===== src/rtl/count_enable_ctrl_pkg.sv =====
// count_enable_ctrl_pkg
//   Board constants, default prescaler/debounce settings and the run/stop
//   state encoding shared by the count enable control stage.
//   No ports.
package count_enable_ctrl_pkg;

    localparam int unsigned CLK_HZ            = 50_000_000;
    localparam int unsigned DEFAULT_DIV       = 50_000_000;  // 1 Hz at CLK_HZ
    localparam int unsigned DEFAULT_DIV_W     = 26;
    localparam int unsigned DEFAULT_DB_CYCLES = 1_000_000;   // 20 ms at CLK_HZ
    localparam int unsigned DEFAULT_DB_W      = 20;

    typedef enum logic [1:0] {
        ST_STOPPED = 2'd0,
        ST_RUNNING = 2'd1,
        ST_ZEROING = 2'd2
    } ctrl_state_e;

endpackage


===== src/rtl/count_enable_ctrl_if.sv =====
// count_enable_ctrl_if
//   Groups the pushbutton inputs and counter control outputs of
//   count_enable_ctrl.
//   key_run, key_zero     : raw pushbuttons, active-high, asynchronous, bouncy
//   enable                : one-cycle counter enable pulse per prescaler wrap
//   count_clear           : one-cycle counter zero request
//   running               : high while the controller is in RUNNING
//   master modport drives the keys (board / bench); slave is the controller.
interface count_enable_ctrl_if;

    logic key_run;
    logic key_zero;
    logic enable;
    logic count_clear;
    logic running;

    modport master (
        output key_run,
        output key_zero,
        input  enable,
        input  count_clear,
        input  running
    );

    modport slave (
        input  key_run,
        input  key_zero,
        output enable,
        output count_clear,
        output running
    );

endinterface


===== src/rtl/count_enable_ctrl_key_debounce.sv =====
// key_debounce
//   Two-flop synchroniser, debouncer and rising-edge press detector for one
//   raw pushbutton.
//   clock   : system clock, rising edge
//   clear   : synchronous active-high reset
//   key_raw : raw asynchronous key level
//   press   : one-cycle pulse when the accepted level changes 0 -> 1
module key_debounce #(
    parameter int unsigned DB_CYCLES = 1_000_000,
    parameter int unsigned DB_W      = 20
) (
    input  logic clock,
    input  logic clear,
    input  logic key_raw,
    output logic press
);

    localparam logic [DB_W-1:0] DB_LAST = DB_W'(DB_CYCLES - 1);

    logic            sync1_q, sync1_d;
    logic            sync2_q, sync2_d;
    logic [DB_W-1:0] cnt_q, cnt_d;
    logic            level_q, level_d;
    logic            press_q, press_d;

    // The counter measures how long the synced key has disagreed with the
    // accepted level without interruption; any agreement restarts it, so a
    // new level is only taken after DB_CYCLES consecutive cycles of it.
    always_comb begin
        sync1_d = key_raw;
        sync2_d = sync1_q;
        cnt_d   = '0;
        level_d = level_q;
        if (sync2_q != level_q) begin
            if (cnt_q == DB_LAST) begin
                level_d = sync2_q;
            end else begin
                cnt_d = cnt_q + DB_W'(1);
            end
        end
        press_d = level_d & ~level_q;
    end

    always_ff @(posedge clock) begin
        if (clear) begin
            sync1_q <= 1'b0;
            sync2_q <= 1'b0;
            cnt_q   <= '0;
            level_q <= 1'b0;
            press_q <= 1'b0;
        end else begin
            sync1_q <= sync1_d;
            sync2_q <= sync2_d;
            cnt_q   <= cnt_d;
            level_q <= level_d;
            press_q <= press_d;
        end
    end

    assign press = press_q;

endmodule


===== src/rtl/count_enable_ctrl.sv =====
// count_enable_ctrl
//   Upstream control for the 16-bit counter: debounces the run/stop and
//   zero pushbuttons, runs the STOPPED/RUNNING/ZEROING state machine and the
//   prescaler that paces the counter enable.
//   clock : system clock, rising edge
//   clear : synchronous active-high reset
//   bus   : slave side of count_enable_ctrl_if (keys in; enable,
//           count_clear, running out)
module count_enable_ctrl
    import count_enable_ctrl_pkg::*;
#(
    parameter int unsigned DIV       = DEFAULT_DIV,
    parameter int unsigned DIV_W     = DEFAULT_DIV_W,
    parameter int unsigned DB_CYCLES = DEFAULT_DB_CYCLES,
    parameter int unsigned DB_W      = DEFAULT_DB_W
) (
    input  logic                 clock,
    input  logic                 clear,
    count_enable_ctrl_if.slave   bus
);

    localparam logic [DIV_W-1:0] PRE_LAST = DIV_W'(DIV - 1);

    logic run_press;
    logic zero_press;

    ctrl_state_e      state_q, state_d;
    logic [DIV_W-1:0] pre_q, pre_d;

    key_debounce #(
        .DB_CYCLES (DB_CYCLES),
        .DB_W      (DB_W)
    ) u_run_key (
        .clock   (clock),
        .clear   (clear),
        .key_raw (bus.key_run),
        .press   (run_press)
    );

    key_debounce #(
        .DB_CYCLES (DB_CYCLES),
        .DB_W      (DB_W)
    ) u_zero_key (
        .clock   (clock),
        .clear   (clear),
        .key_raw (bus.key_zero),
        .press   (zero_press)
    );

    // Zero is tested before run in every state so it wins a tie. The
    // prescaler holds while stopped so a pause keeps the pulse phase.
    always_comb begin
        state_d = state_q;
        pre_d   = pre_q;
        unique case (state_q)
            ST_STOPPED: begin
                if (zero_press) begin
                    state_d = ST_ZEROING;
                end else if (run_press) begin
                    state_d = ST_RUNNING;
                end
            end
            ST_RUNNING: begin
                pre_d = (pre_q == PRE_LAST) ? '0 : pre_q + DIV_W'(1);
                if (zero_press) begin
                    state_d = ST_ZEROING;
                end else if (run_press) begin
                    state_d = ST_STOPPED;
                end
            end
            ST_ZEROING: begin
                state_d = ST_STOPPED;
                pre_d   = '0;
            end
            default: begin
                state_d = ST_STOPPED;
                pre_d   = '0;
            end
        endcase
    end

    always_ff @(posedge clock) begin
        if (clear) begin
            state_q <= ST_STOPPED;
            pre_q   <= '0;
        end else begin
            state_q <= state_d;
            pre_q   <= pre_d;
        end
    end

    assign bus.enable      = (state_q == ST_RUNNING) && (pre_q == PRE_LAST);
    assign bus.count_clear = (state_q == ST_ZEROING);
    assign bus.running     = (state_q == ST_RUNNING);

endmodule

===== src/flat_wrapper.sv =====
// flat-port wrapper written by rule: the top's interface ports become plain ports
module count_enable_ctrl_flat import count_enable_ctrl_pkg::*;
#(
    parameter int unsigned DIV       = DEFAULT_DIV,
    parameter int unsigned DIV_W     = DEFAULT_DIV_W,
    parameter int unsigned DB_CYCLES = DEFAULT_DB_CYCLES,
    parameter int unsigned DB_W      = DEFAULT_DB_W
)
  (clock, clear, bus_key_run, bus_key_zero, bus_enable, bus_count_clear, bus_running);
  count_enable_ctrl_if bus_i ();
  input  logic clock;
  input  logic clear;
  input wire logic [$bits(bus_i.key_run)-1:0] bus_key_run;
  input wire logic [$bits(bus_i.key_zero)-1:0] bus_key_zero;
  output wire logic [$bits(bus_i.enable)-1:0] bus_enable;
  output wire logic [$bits(bus_i.count_clear)-1:0] bus_count_clear;
  output wire logic [$bits(bus_i.running)-1:0] bus_running;
  assign bus_i.key_run = bus_key_run;
  assign bus_i.key_zero = bus_key_zero;
  assign bus_enable = bus_i.enable;
  assign bus_count_clear = bus_i.count_clear;
  assign bus_running = bus_i.running;
  count_enable_ctrl #(.DIV(DIV), .DIV_W(DIV_W), .DB_CYCLES(DB_CYCLES), .DB_W(DB_W)) u_core (.clock(clock), .clear(clear), .bus(bus_i));
endmodule

===== config.mk =====
export PLATFORM = sky130hd
export DESIGN_NAME = count_enable_ctrl_flat
export DESIGN_NICKNAME = d
export VERILOG_FILES = /design/src/rtl/count_enable_ctrl_pkg.sv /design/src/rtl/count_enable_ctrl_if.sv /design/src/rtl/count_enable_ctrl_key_debounce.sv /design/src/rtl/count_enable_ctrl.sv /design/src/flat_wrapper.sv
export SDC_FILE = /design/constraint.sdc
export NUM_CORES = 1
export LEC_CHECK = 0
export ABC_AREA = 1
export CORE_MARGIN = 2
export CORE_UTILIZATION = 62
export CTS_CLUSTER_SIZE = 12
export DETAILED_ROUTE_END_ITERATION = 12
export GPL_TIMING_DRIVEN = 1
export PLACE_DENSITY = 0.79
export SYNTH_ARGS = -nofsm -noshare
export SYNTH_HDL_FRONTEND = slang
export SYNTH_SLANG_ARGS = --single-unit

===== constraint.sdc =====
create_clock -name clock -period 2.2 [get_ports clock]
set_input_delay 0.44 -clock clock [delete_from_list [all_inputs] [get_ports clock]]
set_output_delay 0.44 -clock clock [all_outputs]
set_load 0.02 [all_outputs]

==> results of run 1 <==
==> worst reg2reg max path: stages (launching register included) <==
cell and delay [ps]:
dfxtp_1 460, ha_1 270, nand2_2 110, nor3_4 270, nand2_2 140, nor2_2 140, nand2_1 80, xor2_1 160
nor2_2 40
==> path summary, 6_finish.rpt <==
check | cells after the start | slack [ps] | startpoint | end
setup / recovery | 3 | 110 | u_core.state_q[1] | bus_count_clear
setup reg to reg | 8 | 410 | u_core.u_zero_key.cnt_q[0] | u_core.u_zero_key.cnt_q[16]
hold reg to reg | 2 | 410 | u_core.u_zero_key.sync1_q | u_core.u_zero_key.sync2_q
hold / removal | 2 | 410 | u_core.u_zero_key.sync1_q | u_core.u_zero_key.sync2_q
==> routing by layer <==
layer	wire length [µm]	up-vias
met5	0	-
met4	270	0
met3	389	22
met2	4170	94
met1	3800	1724
li1	-	1936
==> what timing repair did <==
item | 4_1_cts | 5_1_grt
hold buffers | 0 | 0
endpoints found under the hold margin | 0 | 0
endpoints found under the setup margin | 1 | 2
resized for setup | 4 | 4
==> power groups by stage <==
| stage | logic [W] | clock network, W | registers, W |
|---|---|---|---|
| 3_3_place_gp | 0.0000383 | 0 | 0.00141 |
| 3_5_place_dp | 0.0000386 | 0 | 0.00142 |
| 4_1_cts | 0.0000387 | 0.00110 | 0.00138 |
| 2_1_floorplan | 0.0000273 | 0 | 0.00141 |
| 5_1_grt | 0.0000434 | 0.00115 | 0.00138 |
| 6_report | 0.0000386 | 0.00108 | 0.00138 |
==> final cells by class <==
| class | instances | area, µm² |
|---|---|---|
| Tap cell | 77 | 96.3 |
| Sequential cell | 76 | 1520 |
| Timing Repair Buffer | 14 | 118 |
| Multi-Input combinational cell | 440 | 2230 |
| Fill cell | 546 | 1940 |
| Clock buffer | 12 | 155 |
| Clock inverter | 4 | 47.5 |
| Inverter | 74 | 278 |
==> kinds of logic after synthesis <==
logic type / Yosys count / share of synthesized area (%)
AO/OA/AOI/OAI: 60 / 8.01
XOR/XNOR: 14 / 2.99
adder cells (fa/ha/maj): 3 / 0.917
flip-flops: 76 / 37.2
AND/OR/NAND/NOR: 363 / 42.6
buffers and inverters: 82 / 8.34
==> through the flow <==
| step | hold WS [ps] | instance area, µm² | total power [W] | setup WS, ps | util (%) |
|---|---|---|---|---|---|
| floorplan | 388 | 4100 | 0.00144 | 409 | - |
| global placement | 394 | 4250 | 0.00145 | 92.3 | 66.5 |
| detailed placement | 398 | 4250 | 0.00145 | 68.7 | 66.5 |
| CTS | 409 | 4450 | 0.00252 | 22.7 | 69.7 |
| global route | 425 | 4450 | 0.00258 | 3.90 | 69.7 |
| finish | 412 | 4450 | 0.00250 | 111 | 69.7 |
==> state kept, by name (all words and copies together), names as in the netlist <==
signal and count:
u_core.u_zero_key.sync1_q 1, u_core.u_run_key.level_q 1, u_core.u_zero_key.cnt_q 20, u_core.u_zero_key.level_q 1, u_core.u_run_key.sync2_q 1, u_core.u_run_key.press 1
u_core.u_zero_key.press 1, u_core.u_zero_key.sync2_q 1, u_core.u_run_key.cnt_q 20, u_core.state_q 2, u_core.pre_q 26, u_core.u_run_key.sync1_q 1
==> cell usage in the layout, fill, tap and decap left out, types with 5 or more instances in the layout <==
cell      count
nand3_1      35
inv_1        67
nand4_1       9
nand3_2       5
dfxtp_1      74
nand2_1     138
buf_4         8
nor3_1       24
xnor2_1       6
inv_2         7
nand2_2      11
nor2_1       92
a21oi_2       5
xor2_1        8
a21oi_1      35
o21ai_0      16
clkbuf_8     11
nor2_2       18
==> impl_metrics.env, run 1 <==
export IMPL_cp_end_kind="output port"
export IMPL_cp_num_buf_inv=2
export IMPL_hold_class="reg2reg"
export IMPL_antenna_found_initial=0
export IMPL_post_cts_setup_buffers=0
export IMPL_seq_power_share_pct=55.4
export IMPL_grt_total_usage_pct=25.2
export IMPL_async_reset_ff_share_pct=0
export IMPL_dr_pass1_iters=5
export IMPL_htreeDepth=3
export IMPL_finalHoldViolations=0
export IMPL_grt_busiest_layer="met2"
export IMPL_grt_pass1_vias=3523
export IMPL_cts_buffers_inserted=9
export IMPL_syn_mean_instance_area_um2=6.85
export IMPL_crit_arrival_ps=1650
export IMPL_coreArea_um2=6390
export IMPL_synth_area_um2=4100
export IMPL_cp_top_family="buffers and inverters"
export IMPL_synthToLayoutAreaGrowth_pct=8.68
export IMPL_synth_main_ff_cell="dfxtp_1"
export IMPL_drt_total_wl_um=8640
export IMPL_power_switching_w=0.000523
export IMPL_grt_setup_unrepaired="false"
export IMPL_gp_congestion=0.911
export IMPL_cp_max_fo=6
export IMPL_dieArea_um2=7270
export IMPL_fmax_ghz=0.479
export IMPL_portBuffers=6
export IMPL_nets=622
export IMPL_num_rows=29
export IMPL_stdcell_count=697
export IMPL_die_y_um=85.3
export IMPL_grt_pass1_wl_um=14900
export IMPL_ys_ff_latch=76
export IMPL_cts_buffer_depth=2
export IMPL_switching_share_pct=21.0
export IMPL_worst_pin_slew_ps=418
export IMPL_maxCapViolations=0
export IMPL_synth_warnings=0
export IMPL_clk_latency_ps=350
export IMPL_tns_ps=0
export IMPL_num_vias=3776
export IMPL_yosys_top_cells_count="nand2_1, nor2_1, dfxtp_1, inv_1"
export IMPL_drc_errors=0
export IMPL_met3_usage_pct=3.60
export IMPL_cts_clk_slew_worst_paths_ps=70
export IMPL_path_class="reg2out"
export IMPL_die_x_um=85.3
export IMPL_cp_data_required_time_ps=1760
export IMPL_cts_root_buf="clkbuf_8"
export IMPL_wire_per_inst_um=12.4
export IMPL_syn_inst=598
export IMPL_cpPeakStageDelay_ps=600
export IMPL_synth_most_common_cell="nand2_1"
export IMPL_start_kind="flip-flop"
export IMPL_p_int_w=0.00197
export IMPL_fin_crit_ps=2090
export IMPL_use_met1_pct=30.3
export IMPL_maxSlewHeadroom_pct=72.1
export IMPL_io_pins=7
export IMPL_viasPerCell=5.42
export IMPL_slowest_stage="clkdlybuf4s50_1"
export IMPL_synth_nets=605
export IMPL_diodes=0
export IMPL_grt_max_degree=20
export IMPL_fin_skew_ps=11.1
export IMPL_status="finished, final reports clean"
export IMPL_placed_cells=681
export IMPL_ys_types=38
export IMPL_grt_overflow=0
export IMPL_antenna_left=0
export IMPL_setup_viol=0
export IMPL_grt_met2_usage_pct=43.8
export IMPL_p_leak_nw=1.51
export IMPL_cts_sinks=76
export IMPL_synth_area_top_cells="dfxtp_1, nand2_1, nor2_1, inv_1, a21oi_1"
export IMPL_worstPathCellList="inv_1 -> nor2_1 -> clkdlybuf4s50_1"
export IMPL_pwr_share_clk_pct=43.1
export IMPL_power_density_nw_per_um2=561
export IMPL_pwr_share_comb_pct=1.5
export IMPL_drive_gt1_share_pct=14.7
export IMPL_fin_crit_sh_pct=95.0
export IMPL_synth_edf_count=0
export IMPL_hpwl_um=6290
export IMPL_drt_initial_drc_count=173
export IMPL_ys_seq_area_share_pct=37.2
export IMPL_drv_slew=0
export IMPL_netlist_area_leader_share_pct=37.2
export IMPL_start_util_pct=64.1
export IMPL_irDropWorstVdd_mv=0.392
export IMPL_synth_top_cell_by_area="dfxtp_1"
export IMPL_cts_tree="done"
No activity file was read; power rests on OpenSTA's default activity.
==> inputs of run 2 (changes only) <==
--- a/config.mk
+++ b/config.mk
@@ -7,11 +7,12 @@
 export LEC_CHECK = 0
 export ABC_AREA = 1
 export CORE_MARGIN = 2
-export CORE_UTILIZATION = 62
+export CORE_UTILIZATION = 60
 export CTS_CLUSTER_SIZE = 12
 export DETAILED_ROUTE_END_ITERATION = 12
 export GPL_TIMING_DRIVEN = 1
-export PLACE_DENSITY = 0.79
+export PLACE_DENSITY = 0.77
+export SKIP_LAST_GASP = 1
 export SYNTH_ARGS = -nofsm -noshare
 export SYNTH_HDL_FRONTEND = slang
 export SYNTH_SLANG_ARGS = --single-unit
==> impl_metrics.env, run 2 (synthesized netlist as in run 1, its figures left out) <==
export IMPL_status="finished, final reports clean"
export IMPL_gp_congestion=0.914
export IMPL_num_vias=3707
export IMPL_worst_pin_slew_ps=439
export IMPL_layout_common_cells="nand2_1, nor2_1, dfxtp_1"
export IMPL_path_class="reg2out"
export IMPL_power_density_nw_per_um2=587
export IMPL_synthToLayoutAreaGrowth_pct=9.07
export IMPL_crit_arrival_ps=1610
export IMPL_htreeDepth=3
export IMPL_diodes=0
export IMPL_finalHoldViolations=0
export IMPL_drt_total_wl_um=8670
export IMPL_num_fill_cells=606
export IMPL_num_rows=30
export IMPL_reg_largest_list="u_core.pre_q: 26 flops, u_core.u_run_key.cnt_q: 20 flops, u_core.u_zero_key.cnt_q: 20 flops"
export IMPL_maxSlewHeadroom_pct=70.7
export IMPL_io_pins=7
export IMPL_cp_end_kind="output port"
export IMPL_clk_latency_ps=350
export IMPL_p_total_w=0.00262
export IMPL_die_x_um=86.6
export IMPL_hold_class="reg2reg"
export IMPL_hold_ws_ps=403
export IMPL_dr_pass1_iters=5
export IMPL_grt_max_degree=25
export IMPL_maxCapViolations=0
export IMPL_fin_crit_sh_pct=93.3
export IMPL_largest_reg_flops=26
export IMPL_cts_buffer_depth=2
export IMPL_cp_max_fo=6
export IMPL_start_kind="flip-flop"
export IMPL_final_common_cell="nand2_1"
export IMPL_fmax_ghz=0.487
export IMPL_grt_pass1_wl_um=15200
export IMPL_dieArea_um2=7500
export IMPL_tns_ps=0
export IMPL_fin_skew_ps=9.06
export IMPL_regMostFlops="u_core.pre_q"
export IMPL_die_y_um=86.6
export IMPL_cts_root_buf="clkbuf_8"
export IMPL_irDropWorstVdd_mv=0.398
export IMPL_start_util_pct=61.3
export IMPL_grt_total_usage_pct=25.1
export IMPL_regArea_um2=1520
export IMPL_cts_sinks=76
export IMPL_portBuffers=6
export IMPL_coreArea_um2=6680
export IMPL_grt_setup_unrepaired="false"
export IMPL_wire_per_inst_um=12.4
export IMPL_grt_overflow=0
export IMPL_drive_gt1_share_pct=14.4
export IMPL_drc_errors=0
export IMPL_nets=621
export IMPL_drt_initial_drc_count=156
export IMPL_antenna_left=0
export IMPL_grt_pass1_vias=3548
export IMPL_cts_tree="done"
export IMPL_p_leak_nw=1.51
export IMPL_cts_buffers_inserted=9
export IMPL_viasPerCell=5.31
export IMPL_cp_data_required_time_ps=1760
export IMPL_drv_slew=0
export IMPL_antenna_found_initial=0
export IMPL_cts_clk_slew_worst_paths_ps=70
export IMPL_multiInputGateArea_um2=2230
export IMPL_hpwl_um=6300
export IMPL_setup_viol=0
export IMPL_fin_crit_ps=2050
## run 2: cell count changes in the layout (fill, tap and decap cells not counted)
cell / change
buf_4: -1
bufinv_16: +1
clkbuf_1: -1
clkinv_2: -1
dfxtp_1: +1
dfxtp_2: -1
## run 2: critical path, stage by stage (launching register included)
cell             delay, ps
dfxtp_1                500
inv_1                   70
nor2_1                  90
clkdlybuf4s50_1        600
## run 2: final timing paths
path	start	endpoint	slack [ps]	depth (start not counted)
hold reg to reg	u_core.u_zero_key.sync1_q	u_core.u_zero_key.sync2_q	400	2
setup reg to reg	u_core.pre_q[0]	u_core.pre_q[24]	430	11
hold / removal	u_core.u_zero_key.sync1_q	u_core.u_zero_key.sync2_q	400	2
setup / recovery	u_core.state_q[1]	bus_count_clear	150	3
## run 2: final cells by class
type                    count  share of cell area, %
inverters                  74                   6.22
multi-input cells         440                   50.0
clock inverters             4                   1.62
repair buffers             13                   2.46
flip-flops and latches     76                   34.1
well taps                  80                   2.24
clock buffers              11                   3.39
## run 2: repair_timing
action,CTS,global route
endpoints found under the setup margin,1,2
hold buffers,0,0
gates resized for setup,4,3
buffers inserted,0,0
## run 2: where the power goes
group	total, W	switching (W)	internal, W
Clock	0.00120	0.000507	0.000693
Combinational	0.0000406	0.0000271	0.0000135
Sequential	0.00138	0.00000285	0.00138
Total	0.00262	0.000536	0.00208
## run 2: routing by layer
layer / vias up / GRT usage [%] / part of all wire (%)
li1: 1933 / - / -
met1: 1642 / 30.1 / 45
met2: 106 / 42.9 / 48
met3: 26 / 4.95 / 4.5
met4: 0 / 11.9 / 3.1
met5: - / 0 / 0
## run 2: per-stage QoR
| stage | worst slack [ps] | util, % | cells | cell area, µm² |
|---|---|---|---|---|
| 6_report | 147 | 66.9 | 698 | 4470 |
| 5_1_grt | 25.8 | 66.9 | 698 | 4470 |
| 4_1_cts | 14.1 | 66.9 | 698 | 4470 |
| 3_5_place_dp | 62.8 | 63.5 | 683 | 4240 |
| 3_3_place_gp | 92.1 | 63.5 | 683 | 4240 |
| 2_1_floorplan | 409 | - | 598 | 4100 |
